===== src/rtl/uart_tx_engine_if.sv =====
`default_nettype none
// ============================================================================
// Module   : uart_tx_engine_if
// Purpose  : Register-side bundle between the APB block and the TX engine.
// Revision : 1.0
// ============================================================================
interface uart_tx_engine_if #(
  parameter int DEPTH = 16,
  parameter int DIV_W = 16
);
  localparam int c_lvl_w = $clog2(DEPTH) + 1;

  logic               wr_en;
  logic [7:0]         wr_data;
  logic               uart_en;
  logic               fifo_en;
  logic [DIV_W-1:0]   brd;
  logic [1:0]         wlen;
  logic               pen;
  logic               eps;
  logic               sps;
  logic               stp2;
  logic               brk;
  logic               UARTTXD;
  logic               txff;
  logic               txfe;
  logic               busy;
  logic [c_lvl_w-1:0] tx_level;

  modport master (
    output wr_en, wr_data, uart_en, fifo_en, brd, wlen, pen, eps, sps, stp2, brk,
    input  UARTTXD, txff, txfe, busy, tx_level
  );

  modport slave (
    input  wr_en, wr_data, uart_en, fifo_en, brd, wlen, pen, eps, sps, stp2, brk,
    output UARTTXD, txff, txfe, busy, tx_level
  );
endinterface
`default_nettype wire


===== src/rtl/uart_tx_engine.sv =====
`default_nettype none
// ============================================================================
// Module   : uart_tx_engine
// Purpose  : PL011-style transmit FIFO, baud16 divider and frame serializer.
// Revision : 1.0
// ============================================================================
module uart_tx_engine #(
  parameter int DEPTH = 16,
  parameter int DIV_W = 16
) (
  input  logic            UARTCLK,
  input  logic            UARTRST,
  uart_tx_engine_if.slave bus
);
  localparam int c_ptr_w = $clog2(DEPTH);
  localparam int c_lvl_w = c_ptr_w + 1;
  localparam logic [c_lvl_w-1:0] c_cap_fifo = c_lvl_w'(DEPTH);
  localparam logic [c_lvl_w-1:0] c_cap_char = c_lvl_w'(1);

  localparam logic [2:0] c_idle   = 3'd0;
  localparam logic [2:0] c_start  = 3'd1;
  localparam logic [2:0] c_data   = 3'd2;
  localparam logic [2:0] c_parity = 3'd3;
  localparam logic [2:0] c_stop1  = 3'd4;
  localparam logic [2:0] c_stop2  = 3'd5;

  logic [7:0]         fifo_mem [DEPTH];
  logic [c_ptr_w-1:0] wr_ptr_q, wr_ptr_d, rd_ptr_q, rd_ptr_d;
  logic [c_lvl_w-1:0] level_q, level_d;
  logic               txff_q, txff_d, txfe_q, txfe_d, fifo_en_q;
  logic [2:0]         state_q, state_d;
  logic [DIV_W-1:0]   div_q, div_d;
  logic [3:0]         sub_q, sub_d;
  logic [2:0]         bit_cnt_q, bit_cnt_d, last_bit_q, last_bit_d;
  logic [7:0]         shift_q, shift_d;
  logic               pen_q, pen_d, stp2_q, stp2_d, par_q, par_d, txd_q, txd_d;
  logic               flush, start, push_ok, tick, bit_end, brd_zero;
  logic [7:0]         head_masked;

  // A change of fifo_en flushes the queue; pushes and pops are held off that cycle.
  always_comb begin
    brd_zero    = (bus.brd == '0);
    flush       = (bus.fifo_en != fifo_en_q);
    start       = (state_q == c_idle) && bus.uart_en && !txfe_q && !brd_zero && !flush;
    push_ok     = bus.wr_en && !flush && (!txff_q || start);
    head_masked = fifo_mem[rd_ptr_q] & (8'hFF >> (2'd3 - bus.wlen));
    wr_ptr_d    = wr_ptr_q;
    rd_ptr_d    = rd_ptr_q;
    level_d     = level_q;
    if (flush) begin
      wr_ptr_d = '0;
      rd_ptr_d = '0;
      level_d  = '0;
    end else begin
      if (push_ok) wr_ptr_d = wr_ptr_q + c_ptr_w'(1);
      if (start)   rd_ptr_d = rd_ptr_q + c_ptr_w'(1);
      level_d = level_q + c_lvl_w'(push_ok) - c_lvl_w'(start);
    end
    txfe_d = (level_d == '0);
    txff_d = (level_d == (bus.fifo_en ? c_cap_fifo : c_cap_char));
  end

  always_comb begin
    state_d    = state_q;
    div_d      = div_q;
    sub_d      = sub_q;
    bit_cnt_d  = bit_cnt_q;
    last_bit_d = last_bit_q;
    shift_d    = shift_q;
    pen_d      = pen_q;
    stp2_d     = stp2_q;
    par_d      = par_q;
    txd_d      = txd_q;
    bit_end    = 1'b0;
    tick       = !brd_zero && (div_q >= (bus.brd - DIV_W'(1)));

    // 16 divider ticks make one bit period; a zero divisor freezes the frame.
    if (start) begin
      div_d = '0;
      sub_d = '0;
    end else if ((state_q != c_idle) && !brd_zero) begin
      if (tick) begin
        div_d   = '0;
        sub_d   = sub_q + 4'd1;
        bit_end = (sub_q == 4'hF);
      end else begin
        div_d = div_q + DIV_W'(1);
      end
    end

    case (state_q)
      c_idle: begin
        if (start) begin
          state_d    = c_start;
          shift_d    = head_masked;
          last_bit_d = {1'b0, bus.wlen} + 3'd4;
          pen_d      = bus.pen;
          stp2_d     = bus.stp2;
          par_d      = bus.sps ? ~bus.eps : (bus.eps ? ^head_masked : ~^head_masked);
          txd_d      = 1'b0;
        end
      end
      c_start: begin
        if (bit_end) begin
          state_d   = c_data;
          bit_cnt_d = '0;
          txd_d     = shift_q[0];
        end
      end
      c_data: begin
        if (bit_end) begin
          if (bit_cnt_q == last_bit_q) begin
            state_d = pen_q ? c_parity : c_stop1;
            txd_d   = pen_q ? par_q : 1'b1;
          end else begin
            bit_cnt_d = bit_cnt_q + 3'd1;
            shift_d   = shift_q >> 1;
            txd_d     = shift_q[1];
          end
        end
      end
      c_parity: begin
        if (bit_end) begin
          state_d = c_stop1;
          txd_d   = 1'b1;
        end
      end
      c_stop1: begin
        if (bit_end) begin
          state_d = stp2_q ? c_stop2 : c_idle;
          txd_d   = 1'b1;
        end
      end
      c_stop2: begin
        if (bit_end) begin
          state_d = c_idle;
          txd_d   = 1'b1;
        end
      end
      default: begin
        state_d = c_idle;
        txd_d   = 1'b1;
      end
    endcase
  end

  always_ff @(posedge UARTCLK or posedge UARTRST) begin
    if (UARTRST) begin
      wr_ptr_q   <= '0;
      rd_ptr_q   <= '0;
      level_q    <= '0;
      txff_q     <= 1'b0;
      txfe_q     <= 1'b1;
      fifo_en_q  <= 1'b0;
      state_q    <= c_idle;
      div_q      <= '0;
      sub_q      <= '0;
      bit_cnt_q  <= '0;
      last_bit_q <= '0;
      shift_q    <= '0;
      pen_q      <= 1'b0;
      stp2_q     <= 1'b0;
      par_q      <= 1'b0;
      txd_q      <= 1'b1;
    end else begin
      wr_ptr_q   <= wr_ptr_d;
      rd_ptr_q   <= rd_ptr_d;
      level_q    <= level_d;
      txff_q     <= txff_d;
      txfe_q     <= txfe_d;
      fifo_en_q  <= bus.fifo_en;
      state_q    <= state_d;
      div_q      <= div_d;
      sub_q      <= sub_d;
      bit_cnt_q  <= bit_cnt_d;
      last_bit_q <= last_bit_d;
      shift_q    <= shift_d;
      pen_q      <= pen_d;
      stp2_q     <= stp2_d;
      par_q      <= par_d;
      txd_q      <= txd_d;
    end
  end

  always_ff @(posedge UARTCLK) begin
    if (push_ok) fifo_mem[wr_ptr_q] <= bus.wr_data;
  end

  assign bus.UARTTXD  = txd_q & ~bus.brk;
  assign bus.txff     = txff_q;
  assign bus.txfe     = txfe_q;
  assign bus.busy     = ~txfe_q | (state_q != c_idle);
  assign bus.tx_level = level_q;
endmodule
`default_nettype wire


===== src/flat_wrapper.sv =====
// flat-port wrapper written by rule: the top's interface ports become plain ports
module uart_tx_engine_flat 
#(
  parameter int DEPTH = 16,
  parameter int DIV_W = 16
)
  (UARTCLK, UARTRST, bus_wr_en, bus_wr_data, bus_uart_en, bus_fifo_en, bus_brd, bus_wlen, bus_pen, bus_eps, bus_sps, bus_stp2, bus_brk, bus_UARTTXD, bus_txff, bus_txfe, bus_busy, bus_tx_level);
  uart_tx_engine_if #(.DEPTH(DEPTH), .DIV_W(DIV_W)) bus_i ();
  input  logic UARTCLK;
  input  logic UARTRST;
  input wire logic [$bits(bus_i.wr_en)-1:0] bus_wr_en;
  input wire logic [$bits(bus_i.wr_data)-1:0] bus_wr_data;
  input wire logic [$bits(bus_i.uart_en)-1:0] bus_uart_en;
  input wire logic [$bits(bus_i.fifo_en)-1:0] bus_fifo_en;
  input wire logic [$bits(bus_i.brd)-1:0] bus_brd;
  input wire logic [$bits(bus_i.wlen)-1:0] bus_wlen;
  input wire logic [$bits(bus_i.pen)-1:0] bus_pen;
  input wire logic [$bits(bus_i.eps)-1:0] bus_eps;
  input wire logic [$bits(bus_i.sps)-1:0] bus_sps;
  input wire logic [$bits(bus_i.stp2)-1:0] bus_stp2;
  input wire logic [$bits(bus_i.brk)-1:0] bus_brk;
  output wire logic [$bits(bus_i.UARTTXD)-1:0] bus_UARTTXD;
  output wire logic [$bits(bus_i.txff)-1:0] bus_txff;
  output wire logic [$bits(bus_i.txfe)-1:0] bus_txfe;
  output wire logic [$bits(bus_i.busy)-1:0] bus_busy;
  output wire logic [$bits(bus_i.tx_level)-1:0] bus_tx_level;
  assign bus_i.wr_en = bus_wr_en;
  assign bus_i.wr_data = bus_wr_data;
  assign bus_i.uart_en = bus_uart_en;
  assign bus_i.fifo_en = bus_fifo_en;
  assign bus_i.brd = bus_brd;
  assign bus_i.wlen = bus_wlen;
  assign bus_i.pen = bus_pen;
  assign bus_i.eps = bus_eps;
  assign bus_i.sps = bus_sps;
  assign bus_i.stp2 = bus_stp2;
  assign bus_i.brk = bus_brk;
  assign bus_UARTTXD = bus_i.UARTTXD;
  assign bus_txff = bus_i.txff;
  assign bus_txfe = bus_i.txfe;
  assign bus_busy = bus_i.busy;
  assign bus_tx_level = bus_i.tx_level;
  uart_tx_engine #(.DEPTH(DEPTH), .DIV_W(DIV_W)) u_core (.UARTCLK(UARTCLK), .UARTRST(UARTRST), .bus(bus_i));
endmodule

===== config.mk =====
export PLATFORM = sky130hd
export DESIGN_NAME = uart_tx_engine_flat
export DESIGN_NICKNAME = d
export VERILOG_FILES = /design/src/rtl/uart_tx_engine_if.sv /design/src/rtl/uart_tx_engine.sv /design/src/flat_wrapper.sv
export SDC_FILE = /design/constraint.sdc
export NUM_CORES = 1
export LEC_CHECK = 0
export CAP_MARGIN = 20
export CORE_UTILIZATION = 50
export DETAILED_ROUTE_END_ITERATION = 6
export GPL_TIMING_DRIVEN = 0
export PLACE_DENSITY = 0.76
export SLEW_MARGIN = 15
export SYNTH_ARGS = -nofsm -noshare
export SYNTH_HDL_FRONTEND = slang
export SYNTH_SLANG_ARGS = --single-unit

===== constraint.sdc =====
create_clock -name UARTCLK -period 3.7 [get_ports UARTCLK]
set_input_delay 0.74 -clock UARTCLK [delete_from_list [all_inputs] [get_ports UARTCLK]]
set_output_delay 0.74 -clock UARTCLK [all_outputs]
set_load 0.02 [all_outputs]

==> results of run 1 <==
registers in the layout, indices dropped and copies added, names as in the netlist, 3 cells and up:
name / cells
u_core.bit_cnt_q: 3
u_core.bus.tx_level: 5
u_core.div_q: 16
u_core.fifo_mem: 128
u_core.last_bit_q: 3
u_core.rd_ptr_q: 4
u_core.shift_q: 8
u_core.state_q: 3
u_core.sub_q: 4
u_core.wr_ptr_q: 4
layout by cell type, fill, tap and decap left out, drive strengths merged, types with 6 or more instances in the layout:
master	synthesis	routed
and3	13	13
and2	18	18
ha	30	30
clkinv	0	7
nor3	12	12
mux2i	13	13
nand2	60	60
xor2	20	20
xnor2	20	20
nand3	11	11
inv	24	31
clkdlybuf4s15	0	6
a21oi	28	28
nor2	40	40
nor2b	13	13
clkdlybuf4s50	0	30
o21ai	25	25
o211ai	9	9
dfrtp	55	55
a22oi	12	12
mux4	32	32
a21o	8	8
o21a	7	7
clkbuf	10	28
buf	14	49
edfxtp	128	128
metrics by stage:
step                      setup WS [ns]  utilization  std cells  instance area (um^2)
final                            0.0978        0.614        978                 10600
after global routing             -0.101        0.614        978                 10600
after CTS                      -0.00789        0.604        966                 10400
after detailed placement          -1.30        0.556        917                  9580
after global placement            -1.23        0.555        916                  9560
after floorplan                  -0.390            -        647                  8840
worst reg2reg max path: stages, from the launching register on:
cell and delay (ns):
dfrtp_1 0.37, buf_2 0.29, buf_1 0.58, mux4_2 0.45
a22oi_1 0.28, nand2_1 0.11, xnor2_1 0.22, xnor2_1 0.17
xnor3_1 0.29, nor2_1 0.13, xor2_1 0.15, o21ai_0 0.09
kinds of logic (layout without fill, tap and decap cells):
group           count (synthesis)  count (layout)
compound gates                 98              98
mux                            45              45
buf+inv                        48             154
flops                         185             185
xor+xnor                       41              41
simple gates                  199             199
fa+ha+maj                      31              31
area by class of cell:
cell class / count / share of cell area
sequential: 185 / 0.498
multi-input combinational: 414 / 0.330
timing repair buffer: 77 / 0.0657
clock buffer: 17 / 0.0402
tap: 225 / 0.0266
clock inverter: 15 / 0.0186
buffer: 21 / 0.0112
inverter: 24 / 0.00969
routing by layer:
layer  vias to the layer above  routed length, um  global-route usage
met4                         0                352              0.0787
met5                         -                  0                   0
met2                       159               9800               0.383
met3                        31                808              0.0390
met1                      2867               8070               0.282
li1                       2588                  -                   -
what timing repair did:
item / 4_1_cts / 5_1_grt
resized for setup: 53 / 47
endpoints found under the hold margin: 0 / 0
setup buffers: 18 / 13
gates cloned: 0 / 1
endpoints found under the setup margin: 65 / 36
hold buffers: 0 / 0
pin swaps: 13 / 17
power breakdown:
| part | switching, mW | internal [mW] |
|---|---|---|
| clock network | 0.908 | 0.986 |
| registers | 0.149 | 2.41 |
| logic | 0.682 | 0.639 |
| total | 1.74 | 4.04 |
Yosys cell counts (3+ instances only):
library cell	n
a21o_1	7
mux4_2	32
or3_1	4
nand3_1	11
o211ai_1	8
nor2b_1	13
nand3b_1	3
buf_1	4
dfrtp_1	55
o21a_1	7
o21ai_0	23
and3_1	13
nand2_1	59
nand2b_1	5
mux2i_1	13
buf_6	3
nor3_1	12
xnor2_1	20
a21oi_1	28
nor4_1	4
nand4_1	5
inv_1	23
and2_1	17
buf_2	5
a22oi_1	12
xor2_1	20
edfxtp_1	128
nor2_1	40
clkbuf_1	10
ha_1	30
path summary, 6_finish.rpt:
path                       slack, ns            startpoint                endpoint  cells after the start
setup / recovery                 0.1            bus_brd[5]       u_core.shift_q[4]                     19
hold / removal                  0.49  u_core.last_bit_q[2]    u_core.last_bit_q[2]                      1
setup reg to reg                0.48    u_core.rd_ptr_q[1]            u_core.par_q                     11
hold reg to reg                 0.49  u_core.last_bit_q[2]    u_core.last_bit_q[2]                      1
max in group asynchronous       2.42               UARTRST            u_core.txd_q                      3
min in group asynchronous       0.65               UARTRST  u_core.bus.tx_level[4]                      2
==> results.py, run 1 <==
metrics = {
    "outcome": {
        "outcome": "finished, final reports clean",
    },
    "detailed_routing": {
        "dr_total_vias": 5645,
        "first_iter_violations": 558,
        "ant_nets": 0,
        "firstDrtPassIters": 5,
        "wl_per_cell_um": 19.5,
        "wl_mm": 19.0,
        "drcViolationCount": 0,
        "viasPerCell": 5.77,
    },
    "worst_setup_path": {
        "crit_family": "simple AND/OR/NAND/NOR gates",
        "crit_path_start_kind": "primary input",
        "slowest_stage": "nor4_4",
        "cp_num_buf_inv": 4,
        "crit_path_max_incr_delay_ns": 0.36,
        "crit_required_ns": 4.06,
        "path_common_cell": "nand2_1",
        "path_max_fanout": 6,
        "end_kind": "flop",
        "crit_path_cell_trace": "buf_8 -> nor4_4 -> buf_4 -> nand2_4 -> nor4_4 -> nand2_1 -> xor2_1 -> ha_1 -> a21o_1 -> a21o_1 -> a21oi_2 -> nor3_2 -> a31oi_2 -> nand2_1 -> buf_6 -> a31oi_4 -> buf_6 -> nand2_1 -> o21ai_1",
        "path_class": "in2reg",
        "worst_ep_arrival_time_ns": 3.96,
    },
    "die": {
        "fp.dieW_um": 135,
        "core.rowCount": 48,
        "start_util": 0.510,
        "ioPinCount": 45,
        "die_h_um": 135,
        "core_um2": 17200,
        "dieArea_um2": 18100,
    },
    "yosys": {
        "synth_simple_gate_area_frac": 0.118,
        "yosys.area_share.adder": 0.0450,
        "synth_compound_area_frac": 0.0722,
        "synth_nets": 714,
        "yosys_warnings": 0,
        "ys.flop_type": "edfxtp_1",
        "synth_cell_types": 55,
        "ys_seq_elements": 185,
        "synth_top_family_by_area": "simple AND/OR/NAND/NOR gates",
        "syn_avg_cell_area_um2": 13.6,
        "yosysTopAreaCellShare": 0.437,
        "synth.cell_area_um2": 8790,
        "yosys.area.top_type": "edfxtp_1",
        "async_flop_share": 0.308,
        "synth_edf_count": 128,
        "synthMuxAreaShare": 0.0968,
        "ys_seq_area_frac": 0.600,
        "syn_inst": 647,
        "synth.area.top_cells": "edfxtp_1, dfrtp_1, mux4_2",
        "synth-xor-area-share": 0.0424,
    },
    "placement": {
        "port_buffers": 44,
        "dpl.hpwl_mm": 12.7,
        "gp_congestion": 0.820,
    },
    "sta": {
        "tightest_slew_ns": 0.896,
        "finalSetupViolations": 0,
        "max_freq_ghz": 0.278,
        "slew_viol_final": 0,
        "hold_viol": 0,
        "fin_hold_ws_ns": 0.493,
        "period_share": 0.974,
        "fin_tns_setup_ns": 0,
        "rsz0062_at_grt": "yes",
        "period_needed_ns": 3.60,
        "slew_headroom": 0.401,
        "finClkSkew_ns": 0.0121,
    },
    "power_and_ir_drop": {
        "leakage_nw": 3.98,
        "total_power_mw": 5.78,
        "peakVddDrop_v": 0.000372,
        "p_per_area_nw_per_um2": 546,
    },
    "cells_and_area": {
        "final_layout_size_suffix_gt1_frac": 0.215,
        "antenna_cells": 0,
        "fin_nets": 807,
        "regArea_um2": 5270,
        "multi_input_area_um2": 3490,
        "syn_to_final_growth_pct": 20.5,
        "fillers": 1195,
    },
    "clock_tree": {
        "clk_pin_slew_ns": 0.08,
        "htreeDepth": 4,
        "cts_buffers": 17,
        "clk_path_buf_depth": 2,
        "clk-insertion-delay-late_ns": 0.44,
        "cts_root_buf": "clkbuf_16",
        "cts_tree": "built",
        "cts_num_sinks": 185,
    },
    "grt": {
        "grt_max_degree": 36,
        "grt_overflow": 0,
        "grt_usage": 0.222,
        "grt_pass1_vias": 5785,
        "antenna_found_initial": 0,
        "grt_first_pass_wirelength_mm": 30.0,
    },
    "flow_run": {
        "max_cap_violations": 0,
    },
    "worst_hold_path": {
        "holdCritPathClass": "reg2reg",
    },
}
(Power assumes the default switching activity.)
==> inputs of run 2 (changes only) <==
--- a/config.mk
+++ b/config.mk
@@ -6,6 +6,8 @@
 export NUM_CORES = 1
 export LEC_CHECK = 0
 export CAP_MARGIN = 20
+export CORE_ASPECT_RATIO = 2
+export CORE_MARGIN = 3
 export CORE_UTILIZATION = 50
 export DETAILED_ROUTE_END_ITERATION = 6
 export GPL_TIMING_DRIVEN = 0
==> run 2 against run 1 <==
  * The run now ends with negative setup slack left
  * Core utilization is 0.78 points lower
  * Clock-buffer cell count up 1
  * Clock skew is essentially flat
==> results.py, run 2 (synthesis results as in run 1) <==
metrics = {
    "outcome": {
        "outcome": "complete, but fails checks",
        "failed_checks": "negative setup slack",
    },
    "sta": {
        "slew_viol_final": 0,
        "period_needed_ns": 3.71,
        "layout_setup_ws_ns": -0.0122,
        "max_freq_ghz": 0.269,
        "rsz0062_at_grt": "yes",
        "tightest_slew_ns": 0.926,
        "finClkSkew_ns": 0.0117,
        "slew_headroom": 0.380,
        "period_share": 1.00,
        "finalSetupViolations": 1,
        "hold_viol": 0,
    },
    "detailed_routing": {
        "first_iter_violations": 219,
        "wl_mm": 19.0,
        "wl_per_cell_um": 19.7,
        "dr_total_vias": 5531,
        "wl_met1_mm": 6.32,
        "wl_met3_um": 567,
        "viasPerCell": 5.74,
        "ant_nets": 0,
        "drcViolationCount": 0,
        "firstDrtPassIters": 4,
        "dr.max_layer_used": "met4",
        "dr_wl_met2_mm": 11.4,
    },
    "die": {
        "core_um2": 17300,
        "start_util": 0.509,
        "die_h_um": 193,
        "ioPinCount": 45,
        "dieArea_um2": 19300,
        "core.rowCount": 68,
        "fp.dieW_um": 99.7,
    },
    "cells_and_area": {
        "regMostFlops": "u_core.fifo_mem",
        "instances_no_fill": 963,
        "final_layout_size_suffix_gt1_frac": 0.199,
        "final_common_cell": "edfxtp_1",
        "antenna_cells": 0,
        "regArea_um2": 5270,
        "fin_nets": 807,
        "syn_to_final_growth_pct": 19.2,
        "fillers": 1308,
        "mostFrequentLayoutCells": "edfxtp_1, nand2_1, dfrtp_1",
        "multi_input_area_um2": 3490,
        "top_regs": "u_core.fifo_mem x128, u_core.div_q x16, u_core.shift_q x8",
        "largest_register_ffs": 128,
        "fin_util": 0.606,
    },
    "clock_tree": {
        "clk-insertion-delay-late_ns": 0.44,
        "cts_num_sinks": 185,
        "clk_path_buf_depth": 2,
        "cts_buffers": 17,
        "clk_pin_slew_ns": 0.07,
        "htreeDepth": 4,
        "cts_tree": "built",
        "cts-hold-fix-buffers": 0,
        "cts_root_buf": "clkbuf_16",
    },
    "grt": {
        "grt_overflow": 0,
        "grt_first_pass_wirelength_mm": 30.0,
        "grt_pass1_vias": 5801,
        "grt_max_degree": 38,
        "grt_usage": 0.204,
        "antenna_found_initial": 0,
    },
    "placement": {
        "dpl.hpwl_mm": 13.9,
        "gp_congestion": 0.861,
        "port_buffers": 44,
        "dpl.cell_count": 902,
    },
    "worst_setup_path": {
        "crit_required_ns": 4.06,
        "end_kind": "flop",
        "path_class": "in2reg",
        "crit_path_start_kind": "primary input",
        "path_max_fanout": 9,
        "r2r_slack_ns": 0.35,
        "worst_ep_arrival_time_ns": 4.08,
    },
    "flow_run": {
        "max_cap_violations": 0,
    },
    "power_and_ir_drop": {
        "peakVddDrop_v": 0.000565,
        "leakage_nw": 3.93,
        "p_per_area_nw_per_um2": 528,
        "total_power_mw": 5.53,
    },
    "worst_hold_path": {
        "holdCritPathClass": "reg2reg",
    },
}
[run 2: timing repair]
item	CTS	global route
gates resized for setup	44	31
endpoints found under the setup margin	65	20
cloned	0	0
pin swaps	13	27
setup buffers	19	12
[run 2: path summary, 6_finish.rpt]
check,from,endpoint,depth (start not counted)
min,u_core.par_q,u_core.par_q,2
max in group asynchronous,UARTRST,u_core.txd_q,3
max reg2reg,u_core.state_q[1],u_core.bus.txfe,16
max,bus_brd[5],u_core.bus.txff,19
min reg2reg,u_core.par_q,u_core.par_q,2
min in group asynchronous,UARTRST,u_core.bus.tx_level[2],2
[run 2: worst max-delay path: stages]
cell,delay [ns]
buf_8,0.10
nor4_4,0.29
buf_4,0.17
nand4b_4,0.11
or4_4,0.44
and3_4,0.20
nand2_8,0.09
inv_8,0.06
clkbuf_16,0.14
ha_4,0.25
inv_2,0.04
ha_4,0.16
fa_2,0.38
a21o_1,0.18
a21oi_2,0.18
xnor2_2,0.12
nor2_4,0.18
nand3b_1,0.11
a21oi_2,0.12
[run 2: metal layers]
| metal | global-route usage | vias to the layer above |
|---|---|---|
| li1 | - | 2590 |
| met1 | 0.204 | 2773 |
| met2 | 0.394 | 118 |
| met3 | 0.0354 | 50 |
| met4 | 0.0917 | 0 |
| met5 | 0 | - |
[run 2: layout make-up]
class                           count  share of cell area
Clock inverter                     14             0.00944
Clock buffer                       18              0.0410
Multi-Input combinational cell    414               0.333
Tap cell                          210              0.0251
Buffer                             22              0.0134
Inverter                           24             0.00932
Sequential cell                   185               0.504
Timing Repair Buffer               76              0.0651
[run 2: metrics by stage]
step	setup TNS [ns]	setup WS, ns	cell area, um^2	hold WS (ns)
after floorplan	-1.01	-0.390	8840	0.449
after global placement	-68.03	-1.26	9540	0.468
after detailed placement	-71.06	-1.25	9560	0.471
after CTS	-0.0252	-0.0252	10300	0.487
after global routing	-0.474	-0.128	10500	0.509
final	-0.0122	-0.0122	10500	0.486
[run 2: power by group]
part           internal, mW  total [mW]  switching, mW
registers              2.42        2.56          0.148
logic                 0.639        1.34          0.698
clock network         0.858        1.63          0.770
==> inputs of run 3 (changes only) <==
--- a/config.mk
+++ b/config.mk
@@ -11,6 +11,7 @@
 export CORE_UTILIZATION = 50
 export DETAILED_ROUTE_END_ITERATION = 6
 export GPL_TIMING_DRIVEN = 0
+export HOLD_SLACK_MARGIN = 0.08
 export PLACE_DENSITY = 0.76
 export SLEW_MARGIN = 15
 export SYNTH_ARGS = -nofsm -noshare
==> results of run 3 <==
No change in the layout: final DEF, timing and power equal those of run 2.
